`config.mk`:
```
export PLATFORM = sky130hd
export DESIGN_NAME = usrt_tx
export DESIGN_NICKNAME = d
export VERILOG_FILES = /design/src/rtl/usrt_pkg.sv /design/src/rtl/usrt_fifo.sv /design/src/rtl/usrt_tx.sv
export SDC_FILE = /design/constraint.sdc
export NUM_CORES = 1
export LEC_CHECK = 0
export CAP_MARGIN = 5
export CORE_MARGIN = 5
export CORE_UTILIZATION = 55
export CTS_CLUSTER_DIAMETER = 120
export DETAILED_ROUTE_END_ITERATION = 7
export MAX_ROUTING_LAYER = met4
export PLACE_DENSITY = 0.76
export SETUP_SLACK_MARGIN = 0.15
export SLEW_MARGIN = 40
export SYNTH_ARGS = -nofsm -noshare
export SYNTH_HDL_FRONTEND = slang
export SYNTH_SLANG_ARGS = --single-unit
```
`constraint.sdc`:
```
create_clock -name pClk -period 4.4 [get_ports pClk]
set_input_delay 0.88 -clock pClk [delete_from_list [all_inputs] [get_ports pClk]]
set_output_delay 0.88 -clock pClk [all_outputs]
set_load 0.1 [all_outputs]
```
`src/rtl/usrt_pkg.sv`:
```
// Shared definitions for the synchronous serial transmitter: parity
// encodings, frame state machine states and the parity helper.
package usrt_pkg;

  localparam logic [1:0] PAR_NONE     = 2'b00;
  localparam logic [1:0] PAR_EVEN     = 2'b01;
  localparam logic [1:0] PAR_ODD      = 2'b10;
  localparam logic [1:0] PAR_NONE_ALT = 2'b11;

  typedef enum logic [2:0] {
    ST_IDLE   = 3'd0,
    ST_START  = 3'd1,
    ST_DATA   = 3'd2,
    ST_PARITY = 3'd3,
    ST_STOP   = 3'd4
  } tx_state_e;

  // Data is zero-extended to 9 bits so any frame width 5..9 fits.
  function automatic logic parity_bit(input logic [8:0] data, input logic [1:0] mode);
    return (^data) ^ (mode == PAR_ODD);
  endfunction

  function automatic logic uses_parity(input logic [1:0] mode);
    return (mode == PAR_EVEN) || (mode == PAR_ODD);
  endfunction

endpackage

```
`src/rtl/usrt_fifo.sv`:
```
// Transmit FIFO: power-of-two depth, wrapping pointers, registered
// occupancy with full/empty flags registered alongside it.
module usrt_fifo #(
  parameter int WIDTH = 8,
  parameter int DEPTH = 4
) (
  input  logic                     pClk,
  input  logic                     rst,
  input  logic                     push,
  input  logic                     pop,
  input  logic [WIDTH-1:0]         wdata,
  output logic [WIDTH-1:0]         rdata,
  output logic                     full,
  output logic                     empty,
  output logic [$clog2(DEPTH):0]   level
);
  import usrt_pkg::*;

  localparam int AW = $clog2(DEPTH);
  localparam logic [AW:0] FULL_LVL = (AW+1)'(DEPTH);

  logic [WIDTH-1:0] mem [DEPTH];
  logic [AW-1:0]    wr_ptr;
  logic [AW-1:0]    rd_ptr;
  logic [AW:0]      level_r;
  logic [AW:0]      level_n;
  logic             do_push;
  logic             do_pop;

  assign do_push = push && !full;
  assign do_pop  = pop && !empty;
  assign rdata   = mem[rd_ptr];
  assign level   = level_r;

  // Next occupancy; simultaneous push and pop leaves it unchanged.
  always_comb begin
    level_n = level_r;
    case ({do_push, do_pop})
      2'b10:   level_n = level_r + (AW+1)'(1);
      2'b01:   level_n = level_r - (AW+1)'(1);
      default: level_n = level_r;
    endcase
  end

  // Storage array write; contents need no reset since occupancy guards reads.
  always_ff @(posedge pClk) begin
    if (do_push) begin
      mem[wr_ptr] <= wdata;
    end
  end

  // Pointers, occupancy and flags; pointers wrap naturally at DEPTH.
  always_ff @(posedge pClk) begin
    if (rst) begin
      wr_ptr  <= '0;
      rd_ptr  <= '0;
      level_r <= '0;
      full    <= 1'b0;
      empty   <= 1'b1;
    end else begin
      if (do_push) begin
        wr_ptr <= wr_ptr + AW'(1);
      end
      if (do_pop) begin
        rd_ptr <= rd_ptr + AW'(1);
      end
      level_r <= level_n;
      full    <= (level_n == FULL_LVL);
      empty   <= (level_n == '0);
    end
  end

endmodule

```
`src/rtl/usrt_tx.sv`:
```
// Synchronous serial transmitter: FIFO-buffered words are framed as
// start / data (LSB first) / optional parity / one or two stop bits,
// with a companion clock uClk low in the first half of every bit.
module usrt_tx #(
  parameter int DATA_W     = 8,
  parameter int FIFO_DEPTH = 4,
  parameter int DIV_W      = 8
) (
  input  logic                          pClk,
  input  logic                          rst,
  input  logic                          wr_valid,
  output logic                          wr_ready,
  input  logic [DATA_W-1:0]             wr_data,
  input  logic [DIV_W-1:0]              div,
  input  logic [1:0]                    parity_mode,
  input  logic                          two_stop,
  input  logic                          tx_en,
  output logic                          txd,
  output logic                          uClk,
  output logic                          busy,
  output logic [$clog2(FIFO_DEPTH):0]   level
);
  import usrt_pkg::*;

  logic              fifo_full;
  logic              fifo_empty;
  logic              pop;
  logic              launch;
  logic              cnt_wrap;
  logic [DATA_W-1:0] fifo_rdata;

  tx_state_e         state_r, state_n;
  logic [DIV_W-1:0]  cnt_r, cnt_n;
  logic [DIV_W-1:0]  div_r, div_n;
  logic              phase_r, phase_n;
  logic [3:0]        bit_idx_r, bit_idx_n;
  logic [DATA_W-1:0] shift_r, shift_n;
  logic              par_r, par_n;
  logic              has_par_r, has_par_n;
  logic              two_stop_r, two_stop_n;
  logic              txd_r, txd_n;
  logic              uclk_r, uclk_n;
  logic              busy_r, busy_n;

  usrt_fifo #(
    .WIDTH (DATA_W),
    .DEPTH (FIFO_DEPTH)
  ) u_fifo (
    .pClk  (pClk),
    .rst   (rst),
    .push  (wr_valid),
    .pop   (pop),
    .wdata (wr_data),
    .rdata (fifo_rdata),
    .full  (fifo_full),
    .empty (fifo_empty),
    .level (level)
  );

  assign wr_ready = !fifo_full;
  assign txd      = txd_r;
  assign uClk     = uclk_r;
  assign busy     = busy_r;

  // Frame sequencing: half-bit counter, bit boundaries and the pop/launch of the next word.
  always_comb begin
    state_n    = state_r;
    cnt_n      = cnt_r;
    div_n      = div_r;
    phase_n    = phase_r;
    bit_idx_n  = bit_idx_r;
    shift_n    = shift_r;
    par_n      = par_r;
    has_par_n  = has_par_r;
    two_stop_n = two_stop_r;
    txd_n      = txd_r;
    uclk_n     = uclk_r;
    busy_n     = busy_r;
    launch     = 1'b0;
    pop        = 1'b0;
    cnt_wrap   = (cnt_r == div_r);

    case (state_r)
      ST_IDLE: begin
        txd_n   = 1'b1;
        uclk_n  = 1'b1;
        busy_n  = 1'b0;
        cnt_n   = '0;
        phase_n = 1'b0;
        if (tx_en && !fifo_empty) begin
          launch = 1'b1;
        end else begin
          launch = 1'b0;
        end
      end
      ST_START, ST_DATA, ST_PARITY, ST_STOP: begin
        if (!cnt_wrap) begin
          cnt_n = cnt_r + DIV_W'(1);
        end else if (!phase_r) begin
          // Mid-bit: uClk rises, txd holds.
          cnt_n   = '0;
          phase_n = 1'b1;
          uclk_n  = 1'b1;
        end else begin
          // Bit boundary: the only place txd and state may change.
          cnt_n   = '0;
          phase_n = 1'b0;
          uclk_n  = 1'b0;
          case (state_r)
            ST_START: begin
              state_n   = ST_DATA;
              txd_n     = shift_r[0];
              bit_idx_n = 4'd0;
            end
            ST_DATA: begin
              if (bit_idx_r == 4'(DATA_W-1)) begin
                bit_idx_n = 4'd0;
                if (has_par_r) begin
                  state_n = ST_PARITY;
                  txd_n   = par_r;
                end else begin
                  state_n = ST_STOP;
                  txd_n   = 1'b1;
                end
              end else begin
                bit_idx_n = bit_idx_r + 4'd1;
                shift_n   = shift_r >> 1;
                txd_n     = shift_r[1];
              end
            end
            ST_PARITY: begin
              state_n   = ST_STOP;
              txd_n     = 1'b1;
              bit_idx_n = 4'd0;
            end
            ST_STOP: begin
              if (two_stop_r && (bit_idx_r == 4'd0)) begin
                bit_idx_n = 4'd1;
                txd_n     = 1'b1;
              end else begin
                // End of frame; a ready word launches right here, no idle bit.
                state_n = ST_IDLE;
                txd_n   = 1'b1;
                uclk_n  = 1'b1;
                busy_n  = 1'b0;
                launch  = tx_en && !fifo_empty;
              end
            end
            default: begin
              state_n = ST_IDLE;
              txd_n   = 1'b1;
              uclk_n  = 1'b1;
              busy_n  = 1'b0;
            end
          endcase
        end
      end
      default: begin
        state_n = ST_IDLE;
        txd_n   = 1'b1;
        uclk_n  = 1'b1;
        busy_n  = 1'b0;
      end
    endcase

    if (launch) begin
      pop        = 1'b1;
      state_n    = ST_START;
      shift_n    = fifo_rdata;
      par_n      = parity_bit(9'(fifo_rdata), parity_mode);
      has_par_n  = uses_parity(parity_mode);
      two_stop_n = two_stop;
      div_n      = div;
      cnt_n      = '0;
      phase_n    = 1'b0;
      bit_idx_n  = 4'd0;
      txd_n      = 1'b0;
      uclk_n     = 1'b0;
      busy_n     = 1'b1;
    end else begin
      pop = 1'b0;
    end
  end

  // State and registered outputs; synchronous reset aborts any frame.
  always_ff @(posedge pClk) begin
    if (rst) begin
      state_r    <= ST_IDLE;
      cnt_r      <= '0;
      div_r      <= '0;
      phase_r    <= 1'b0;
      bit_idx_r  <= 4'd0;
      shift_r    <= '0;
      par_r      <= 1'b0;
      has_par_r  <= 1'b0;
      two_stop_r <= 1'b0;
      txd_r      <= 1'b1;
      uclk_r     <= 1'b1;
      busy_r     <= 1'b0;
    end else begin
      state_r    <= state_n;
      cnt_r      <= cnt_n;
      div_r      <= div_n;
      phase_r    <= phase_n;
      bit_idx_r  <= bit_idx_n;
      shift_r    <= shift_n;
      par_r      <= par_n;
      has_par_r  <= has_par_n;
      two_stop_r <= two_stop_n;
      txd_r      <= txd_n;
      uclk_r     <= uclk_n;
      busy_r     <= busy_n;
    end
  end

endmodule

```
==> reports/results.ini <==
[final_layout]
final_area_um2 = 4410
drive_gt1_frac = 0.163
finalNetCount = 395
seqCellArea_um2 = 1940
multi_input_area_um2 = 1780
n_antenna_cell = 0
fill_cells = 539
syn_to_final_growth_pct = 12.3

[global_route]
grt_usage = 0.191
antenna_found_initial = 0
gr-total-overflow = 0
grt_pass1_vias = 2732
grt_first_pass_wirelength_um = 12800
grt_max_degree = 23

[timing]
min_period_ns = 3.44
tightest_slew_ns = 0.808
hold_violations = 0
relSlewSlack = 0.459
rsz0062_at_grt = no
setup_tns_ns = 0
slew_viol_final = 0
clock-skew-final_ns = 0.0107
max_freq_mhz = 291
period_share = 0.782
setup_viol = 0

[setup_path]
reg2regPathDepth = 13
cp-end-kind = flip-flop
arrival_ns = 3.73
path_class = reg -> reg
startpoint_type = flip-flop
crit_fanout = 13
crit_buf_inv = 2
reg2reg_from = cnt_r[0]
max_stage_delay_ns = 0.55
cp_top_family = simple AND/OR/NAND/NOR gates
cpMaxStageDelayCell = a41o_1
reg2reg_setup_slack_ns = 0.96
cp.required_ns = 4.69
r2r_end = u_fifo.empty
crit_chain = xnor2_1 -> and4_1 -> a41o_1 -> nand2_4 -> inv_2 -> ha_1 -> inv_1 -> fa_1 -> xor2_1 -> nor2_1 -> xnor2_1 -> nor2_1 -> a21oi_1

[clocking]
cts-resized-gates = 0
hold_buffers = 0
postCtsSetupBuffers = 0
clock_tree.root_cell = clkbuf_8
clk_latency_ns = 0.36
cts.clk_slew.worst_paths_ns = 0.09
cts_sinks = 81
cts-htree-levels = 3
cts_tree = built
clockBufferDepth = 2
cts_buffers = 9

[floorplanning]
die-area_um2 = 8920
row_count = 30
start_util = 0.571
die_w_um = 94.5
io_pins = 30
core_area_um2 = 6870
dieHeight_um = 94.5

[yosys]
syn_inst = 337
synth_edf_count = 32
synth_cell_types = 64
synth_area_leader_cell = dfxtp_1
synth_top_area_frac = 0.250
avgSynthCellArea_um2 = 11.6
async_flop_share = 0
ys_ff_latch = 81
synth_seq_area_share = 0.495
synthesis.area_um2 = 3920
synth_ff_type = dfxtp_1
syn_nets = 370
synth_top_cells_by_area = dfxtp_1, edfxtp_1, mux4_2
yosys_warnings = 0

[place]
hpwl_um = 5440
gp_congestion = 0.881
dpl_cell_area_um2 = 4190
port_buffers = 29

[pwr]
vdd_drop_max_v = 0.000317
p_total_mw = 2.14
leakagePower_nw = 1.43
powerDensity_nw_per_um2 = 486

[drt]
drcViolationCount = 0
vias_per_cell = 5.78
routedWlPerCell_um = 16.5
wirelength_um = 7620
drt_iter0_drc = 164
first_pass_iters = 4
postRouteAntennaNets = 0
vias = 2674

[worst_hold_path]
min_path_cells = 2
whs_endpoint = div_r[3]
hold_class = reg -> reg
min_from = div_r[3]

[outcome]
outcome = complete, no violations

[job]
cap_viol_max_count = 0

## tightest hold or removal path, stage by stage, from the launching register on
cell and delay [ns]:
dfxtp_1 0.33, o21ai_0 0.07, a21oi_1 0.06
## per-layer routing
layer  up-vias  global-route usage  wire length (um)
met2        57               0.304              3800
met4         0              0.0841               147
met3        13              0.0398               300
li1       1301                   -                 -
met5         -                   -                 0
met1      1303               0.235              3370
## final cells by class
| type | count | share of cell area |
|---|---|---|
| Timing Repair Buffer | 32 | 0.0639 |
| Inverter | 19 | 0.0162 |
| Clock inverter | 7 | 0.0193 |
| Sequential cell | 81 | 0.441 |
| Tap cell | 96 | 0.0273 |
| Clock buffer | 9 | 0.0281 |
| Multi-Input combinational cell | 219 | 0.404 |
## cells by family (layout without fill, tap and decap cells)
family                   after synthesis  after routing  synth area share
buffers and inverters                 37             67            0.0507
flip-flops                            81             81             0.495
AND/OR/NAND/NOR                       94             94             0.148
multiplexers                          16             16            0.0683
adder cells (fa/ha/maj)               11             11            0.0364
XOR/XNOR                              25             25            0.0689
AO/OA/AOI/OAI                         73             73             0.133
## per-stage QoR
stage,setup slack [ns],hold WS [ns],instances,utilization
final,0.960,0.503,463,0.641
after global placement,0.994,0.466,446,0.614
after floorplan,1.56,0.455,337,-
after global routing,0.652,0.526,463,0.641
after CTS,0.965,0.503,462,0.640
after detailed placement,0.885,0.484,446,0.609
## sequential cells by signal (all words and copies together), names as in the netlist, 2 cells and up, named ones only
register	cells
u_fifo.mem	32
div_r	8
bit_idx_r	4
state_r	3
shift_r	8
u_fifo.level	3
cnt_r	8
u_fifo.rd_ptr	2
u_fifo.wr_ptr	2
## cells in the mapped netlist (3+ instances only)
cell      instances
dfxtp_1          49
xor2_1            9
xnor2_2           5
a31oi_1           5
and2_1            4
xnor2_1          10
nor3_1           18
inv_1            16
buf_6             5
nor3b_1           3
nand2b_1          3
nand2_1           5
mux4_2            6
nand4_1           5
nand3_1          15
o21ai_0          17
edfxtp_1         32
clkbuf_1          6
ha_1              9
nor2_1           16
or4_1             4
mux2i_1           8
a211oi_1          3
o31ai_1           3
a21oi_1          26
a211oi_2          7
## power by group
group,internal (mW),total (mW),switching (mW)
Clock,0.274,0.572,0.298
Combinational,0.232,0.630,0.399
Sequential,0.869,0.937,0.0680
Total,1.37,2.14,0.765
## placed cells by master (no fill, tap or decap), drive strengths merged, types with 10 or more instances in the layout
| cell | Yosys | layout |
|---|---|---|
| a211oi | 10 | 10 |
| a21oi | 26 | 26 |
| nor2 | 17 | 17 |
| inv | 18 | 22 |
| dfxtp | 49 | 49 |
| buf | 9 | 10 |
| o21ai | 18 | 18 |
| clkdlybuf4s50 | 0 | 22 |
| xnor2 | 15 | 15 |
| nor3 | 18 | 18 |
| nand3 | 15 | 15 |
| edfxtp | 32 | 32 |
## worst max-delay path by stage
stage,startpoint,end,slack (ns),cells after the start
global placement,tx_en,u_fifo.empty,0.99,13
finish,cnt_r[0],u_fifo.empty,0.96,13
CTS,cnt_r[0],u_fifo.empty,0.97,13
floorplan,tx_en,u_fifo.empty,1.56,11
detailed placement,tx_en,u_fifo.empty,0.89,13
global route,cnt_r[1],u_fifo.empty,0.65,13
Note: power is estimated with default switching activity, not from simulation.
